### config.mk
export PLATFORM = sky130hd
export DESIGN_NAME = hazard_ctrl
export DESIGN_NICKNAME = d
export VERILOG_FILES = /design/src/rtl/hazard_ctrl_pkg.sv /design/src/rtl/hazard_ctrl_rise_detect.sv /design/src/rtl/hazard_ctrl.sv
export SDC_FILE = /design/constraint.sdc
export NUM_CORES = 1
export LEC_CHECK = 0
export CAP_MARGIN = 20
export CORE_MARGIN = 3
export CORE_UTILIZATION = 23
export CTS_CLUSTER_DIAMETER = 200
export CTS_CLUSTER_SIZE = 40
export DETAILED_ROUTE_END_ITERATION = 10
export HOLD_SLACK_MARGIN = 0.12
export PLACE_DENSITY = 0.74
export SETUP_SLACK_MARGIN = 0.4
export SLEW_MARGIN = 20
export SYNTH_ARGS = -nofsm -noshare
export SYNTH_HDL_FRONTEND = slang
export SYNTH_SLANG_ARGS = --single-unit
export TNS_END_PERCENT = 1
### constraint.sdc
create_clock -name clk -period 1 [get_ports clk]
set_input_delay 0.2 -clock clk [delete_from_list [all_inputs] [get_ports clk]]
set_output_delay 0.2 -clock clk [all_outputs]
set_load 0.05 [all_outputs]
### src/rtl/hazard_ctrl_pkg.sv
// Shared types and constants for the pipeline hazard controller: FSM state
// encoding, the $zero register index and the stage-control bundles.
package hazard_ctrl_pkg;

  typedef enum logic {
    ST_RUN  = 1'b0,
    ST_HALT = 1'b1
  } state_e;

  localparam logic [4:0] REG_ZERO = 5'd0;

  typedef struct packed {
    logic pcEn;
    logic ifIdEn;
    logic ifIdFlush;
    logic idExEn;
    logic idExFlush;
  } ctrl_t;

  localparam ctrl_t EN_ALL    = '{pcEn: 1'b1, ifIdEn: 1'b1, ifIdFlush: 1'b0, idExEn: 1'b1, idExFlush: 1'b0};
  // Hold PC and IF_ID, let ID_EX load a cleared slot: one bubble.
  localparam ctrl_t BUBBLE    = '{pcEn: 1'b0, ifIdEn: 1'b0, ifIdFlush: 1'b0, idExEn: 1'b1, idExFlush: 1'b1};
  localparam ctrl_t FLUSH_ALL = '{pcEn: 1'b1, ifIdEn: 1'b1, ifIdFlush: 1'b1, idExEn: 1'b1, idExFlush: 1'b1};
  localparam ctrl_t FREEZE    = '{pcEn: 1'b0, ifIdEn: 1'b0, ifIdFlush: 1'b0, idExEn: 1'b0, idExFlush: 1'b0};

endpackage

### src/rtl/hazard_ctrl_rise_detect.sv
// Rising-edge detector for an already-synchronised level input (operator
// buttons); registers the level every cycle and pulses for one cycle on 0->1.
module rise_detect (
  input  logic clk,
  input  logic rst,
  input  logic din,
  output logic pulse
);

  logic din_q;

  always_ff @(posedge clk) begin
    if (!rst) din_q <= 1'b0;
    else      din_q <= din;
  end

  assign pulse = din & ~din_q;

endmodule

### src/rtl/hazard_ctrl.sv
// Pipeline hazard controller: load-use bubbles, redirect flushes and syscall halt.
// Optional performance counters are built only when HAZARD_CTRL_PERF_EN is defined.
module hazard_ctrl #(
  parameter int COUNT_WIDTH    = 32,
  parameter int REG_ADDR_WIDTH = 5
) (
  input  logic                      clk,
  input  logic                      rst,
  input  logic [REG_ADDR_WIDTH-1:0] ID_rs,
  input  logic [REG_ADDR_WIDTH-1:0] ID_rt,
  input  logic                      ID_use_rs,
  input  logic                      ID_use_rt,
  input  logic                      EX_ramtoreg,
  input  logic                      EX_regwe,
  input  logic [REG_ADDR_WIDTH-1:0] EX_wreg,
  input  logic                      EX_redirect,
  input  logic                      EX_halt,
  input  logic                      go,
  output logic                      PC_en,
  output logic                      IF_ID_en,
  output logic                      IF_ID_flush,
  output logic                      ID_EX_en,
  output logic                      ID_EX_flush,
  output logic                      halted,
  output logic [COUNT_WIDTH-1:0]    stall_cnt,
  output logic [COUNT_WIDTH-1:0]    flush_cnt
);

  import hazard_ctrl_pkg::*;

  localparam logic [REG_ADDR_WIDTH-1:0] WREG_ZERO = REG_ADDR_WIDTH'(REG_ZERO);

  state_e state_q, state_d;
  logic   goPulse;
  logic   loadUse;
  ctrl_t  ctrl;

  rise_detect uGoRise (
    .clk   (clk),
    .rst   (rst),
    .din   (go),
    .pulse (goPulse)
  );

  assign loadUse = EX_ramtoreg & EX_regwe & (EX_wreg != WREG_ZERO) &
                   ((ID_use_rs & (ID_rs == EX_wreg)) | (ID_use_rt & (ID_rt == EX_wreg)));

  always_comb begin
    state_d = state_q;
    if (state_q == ST_RUN) begin
      if (EX_halt && !EX_redirect) state_d = ST_HALT;
    end else begin
      if (goPulse) state_d = ST_RUN;
    end
  end

  always_ff @(posedge clk) begin
    if (!rst) state_q <= ST_RUN;
    else      state_q <= state_d;
  end

  // Reset forces the free-running bundle so the datapath clears cleanly.
  always_comb begin
    ctrl = EN_ALL;
    if (rst) begin
      if (state_q == ST_HALT) ctrl = FREEZE;
      else if (EX_redirect)   ctrl = FLUSH_ALL;
      else if (loadUse)       ctrl = BUBBLE;
    end
  end

  assign PC_en       = ctrl.pcEn;
  assign IF_ID_en    = ctrl.ifIdEn;
  assign IF_ID_flush = ctrl.ifIdFlush;
  assign ID_EX_en    = ctrl.idExEn;
  assign ID_EX_flush = ctrl.idExFlush;
  assign halted      = rst & (state_q == ST_HALT);

`ifdef HAZARD_CTRL_PERF_EN
  logic                   countFlush;
  logic                   countStall;
  logic [COUNT_WIDTH-1:0] stall_cnt_q;
  logic [COUNT_WIDTH-1:0] flush_cnt_q;

  assign countFlush = (state_q == ST_RUN) & EX_redirect;
  assign countStall = (state_q == ST_RUN) & ~EX_redirect & loadUse;

  // Counters wrap naturally at 2^COUNT_WIDTH.
  always_ff @(posedge clk) begin
    if (!rst) begin
      stall_cnt_q <= '0;
      flush_cnt_q <= '0;
    end else begin
      if (countStall) stall_cnt_q <= stall_cnt_q + COUNT_WIDTH'(1);
      if (countFlush) flush_cnt_q <= flush_cnt_q + COUNT_WIDTH'(1);
    end
  end

  assign stall_cnt = stall_cnt_q;
  assign flush_cnt = flush_cnt_q;
`else
  assign stall_cnt = '0;
  assign flush_cnt = '0;
`endif

endmodule

==> results <==
- The flow ran to the end, but the final reports show violations.
- The final reports fail on negative setup slack.
- The number of I/O port buffers is 29.
- The area fraction of the dominant cell type after synthesis is 0.657.
- TritonCTS built the clock tree.
- The number of different library cells in the post-synthesis netlist is 18.
- The maximum clock path buffer count is 2.
- The count of final hold-check violations is 0.
- The first routing iteration left 18 violations.
- For this block, the routed nets add up to 1.46 mm of wire.
- The setup path with the least slack is of type flip-flop to primary output.
- The proportion of layout cells with a drive suffix above 1 is 0.353.
- The initial antenna violation count came to 0.
- The global-route wire length before repair is 2.05 mm.
- Dividing the detail-routed wire length by the instance count gives 8.09 um.
- The class of the tightest hold or removal check is primary input to flip-flop.
- Total power for the finished layout comes to 0.00114 W.
- Across every metal layer, demand over resource in global routing totals 0.0651.
- In the synthesized netlist the dominant register cell turns out to be sky130_fd_sc_hd__dfxtp_1.
- The critical-path maximum fanout is 2.
- The post-synthesis cell type with the largest combined area is sky130_fd_sc_hd__buf_4.
- The number of rows created at floorplan is 20.
- Setup slack on the critical path of the routed design comes to -360 ps.
- The initial standard-cell utilization of the core is 0.241.
- Clock latency on the worst-skew pair, taken at its later pin, is 230 ps.
- Entering global routing, the biggest net connects 4 pins.
- The number of vias after detailed routing is 530.
- Of the available clock period, the critical path in the final layout requires 1.36.
- The clock tree skew after final layout is 5.08 ps.
- The number of buffers created by CTS is 3.
- The worst-case IR drop observed on VDD is 717 uV.
- The final layout net count is 162.
- 0 antenna diodes ended up in the layout.
- Counting flops with an async set or reset pin after synthesis yields a share of 0.
- The slowest stage of the critical path belongs to the cell sky130_fd_sc_hd__dfxtp_2.
- For this run, the number of standard cells in the final layout without fillers is 180.
- After routing, the total negative slack on setup checks comes to -1740 ps.
- The number of global-route vias before repair was 446.
- After synthesis the cells add up to 743 um2.
- The number of enable-type register cells in the synthesized netlist is 0.
- Setup repair after global routing could not meet its margin everywhere.
- The post-route antenna net violation count is 0.
- CTS built an H-tree with a depth of 1.
- Traced cell by cell, the critical path runs through nor2b_4 > nand3_1 > a21oi_1 > a21o_2 > buf_12.
- Counting I/O delays and the setup requirement, the final critical path takes 1360 ps.
- The critical path arrival is 1160 ps.
- 94 I/O pins were placed.
- The layout overhead on the synthesized area is 42.1%.
- The wire-length estimate of the detail-placed layout is 1.27 mm.
- The timing-limited maximum frequency is 735 MHz.
- Setup violations remaining at the end of the flow were counted as 6.
- For this design, the sink count on the clock tree is 2.
- The die is 62.8 um tall.
- Clock-pin slew was measured on the worst setup and hold paths at 30 ps.
- The global placement routability congestion is 0.762.
- The warning count from the yosys run is 0.
- sky130_fd_sc_hd__buf_4 is the most common cell in the netlist.
- The final routed DRC violation total is 0.
- The required time of the worst setup path is 800 ps.
- The chip width is 62.8 um.
- In this design, the stage delay of the slowest critical-path cell is 330 ps.
- For this design the static power due to leakage is 0.566 nW.
- The number of placed instances, taps included, is 177.
- STA classifies the critical path endpoint as a primary output.
- In the synthesized netlist, the cells that appear most often are 65 x sky130_fd_sc_hd__buf_4, 10 x sky130_fd_sc_hd__xnor2_1, 3 x sky130_fd_sc_hd__a21oi_1, 3 x sky130_fd_sc_hd__and2_1.
- Across the run, the number of max-cap violations was 0.
- The buffers inserted during post-CTS setup optimization is 0.
- In the post-synthesis netlist, the biggest area contributors are sky130_fd_sc_hd__buf_4 66%, sky130_fd_sc_hd__xnor2_1 12%, sky130_fd_sc_hd__dfxtp_1 5.4%.
- The power density over the cells is 1080 nW/um2.
- The routed via count divided by cell count is 2.94.
- The final worst hold slack is 325 ps.
- The final max-slew violation count is 0.
- CTS placed an instance of sky130_fd_sc_hd__clkbuf_4 at the clock tree root.
- STA classifies the critical path startpoint as a flip-flop.
- After global routing the overflow that remains totals 0.
- The part of the Yosys area used for sequential elements is 0.0539.
- The number of instances in the synthesized netlist is 99.
- The average instance area after synthesis is 7.51 um2.
- The floorplan die area is 3950 um2.
- The number of flip-flops and latches in the synthesized netlist is 2.
- The total area inside the core boundary comes to 3080 um2.
- The first TritonRoute pass finished after 2 iterations.
power by group:
group | switching [W] | leakage (nW) | internal, W
registers | 0.00000396 | 0.0169 | 0.0000861
logic | 0.000667 | 0.535 | 0.000200
clock network | 0.0000507 | 0.0138 | 0.000133
total | 0.000722 | 0.566 | 0.000419
final cells by class:
type	instances	area, um2
fill	340	2020
multi-input combinational	94	557
timing repair buffer	36	377
tap	44	55.1
sequential	2	41.3
clock buffer	3	22.5
inverter	1	3.75
critical path, delay by kind of cell, from the launching register on:
kind                   cells  cell delay (ps)
AO/OA/AOI/OAI              2              270
buffers and inverters      1              130
flip-flops                 1              330
AND/OR/NAND/NOR            2              200
cells by family after synthesis:
logic type / after synthesis / synth area share
AO/OA/AOI/OAI: 6 / 0.0522
buffers and inverters: 66 / 0.662
other: 1 / 0.00505
AND/OR/NAND/NOR: 14 / 0.109
flip-flops: 2 / 0.0539
XOR/XNOR: 10 / 0.118
flip-flops by register name (all words and copies together), names as in the netlist:
signal and cells:
state_q 1, uGoRise.din_q 1
placed cells by master, fill, tap and decap left out, types with 2 or more instances in the layout:
cell,instances
sky130_fd_sc_hd__buf_6,10
sky130_fd_sc_hd__dlygate4sd2_1,7
sky130_fd_sc_hd__buf_4,5
sky130_fd_sc_hd__nand2_2,2
sky130_fd_sc_hd__buf_12,5
sky130_fd_sc_hd__and2_4,2
sky130_fd_sc_hd__conb_1,64
sky130_fd_sc_hd__xnor2_1,4
sky130_fd_sc_hd__clkbuf_4,3
sky130_fd_sc_hd__xnor2_2,5
sky130_fd_sc_hd__nand4_1,2
sky130_fd_sc_hd__buf_2,5
worst paths after layout:
path                    to  cells after the start  slack [ps]          start
max            ID_EX_flush                      5        -360        state_q
min          uGoRise.din_q                      2         330             go
max reg2reg        state_q                      3         120        state_q
min reg2reg        state_q                      2         540  uGoRise.din_q
routing by layer:
metal / global-route usage / share of wire / vias to the layer above
met2: 0.104 / 0.51 / 51
met5: 0 / 0 / -
met1: 0.0708 / 0.31 / 220
met4: 0.0331 / 0 / 0
met3: 0.0324 / 0.18 / 0
li1: - / - / 259
per-stage QoR:
stage | utilization | cell area, um2 | setup slack, ps
after global routing | 0.343 | 1060 | -411
after detailed placement | 0.309 | 952 | -798
after CTS | 0.334 | 1030 | -372
after floorplan | - | 1010 | -298
final | 0.343 | 1060 | -360
after global placement | 0.309 | 952 | -789
timing repair:
item,4_1_cts,5_1_grt
pin swaps,20,8
hold buffers,0,0
setup endpoints to repair,8,8
resized for setup,91,9
(Power assumes the default switching activity.)
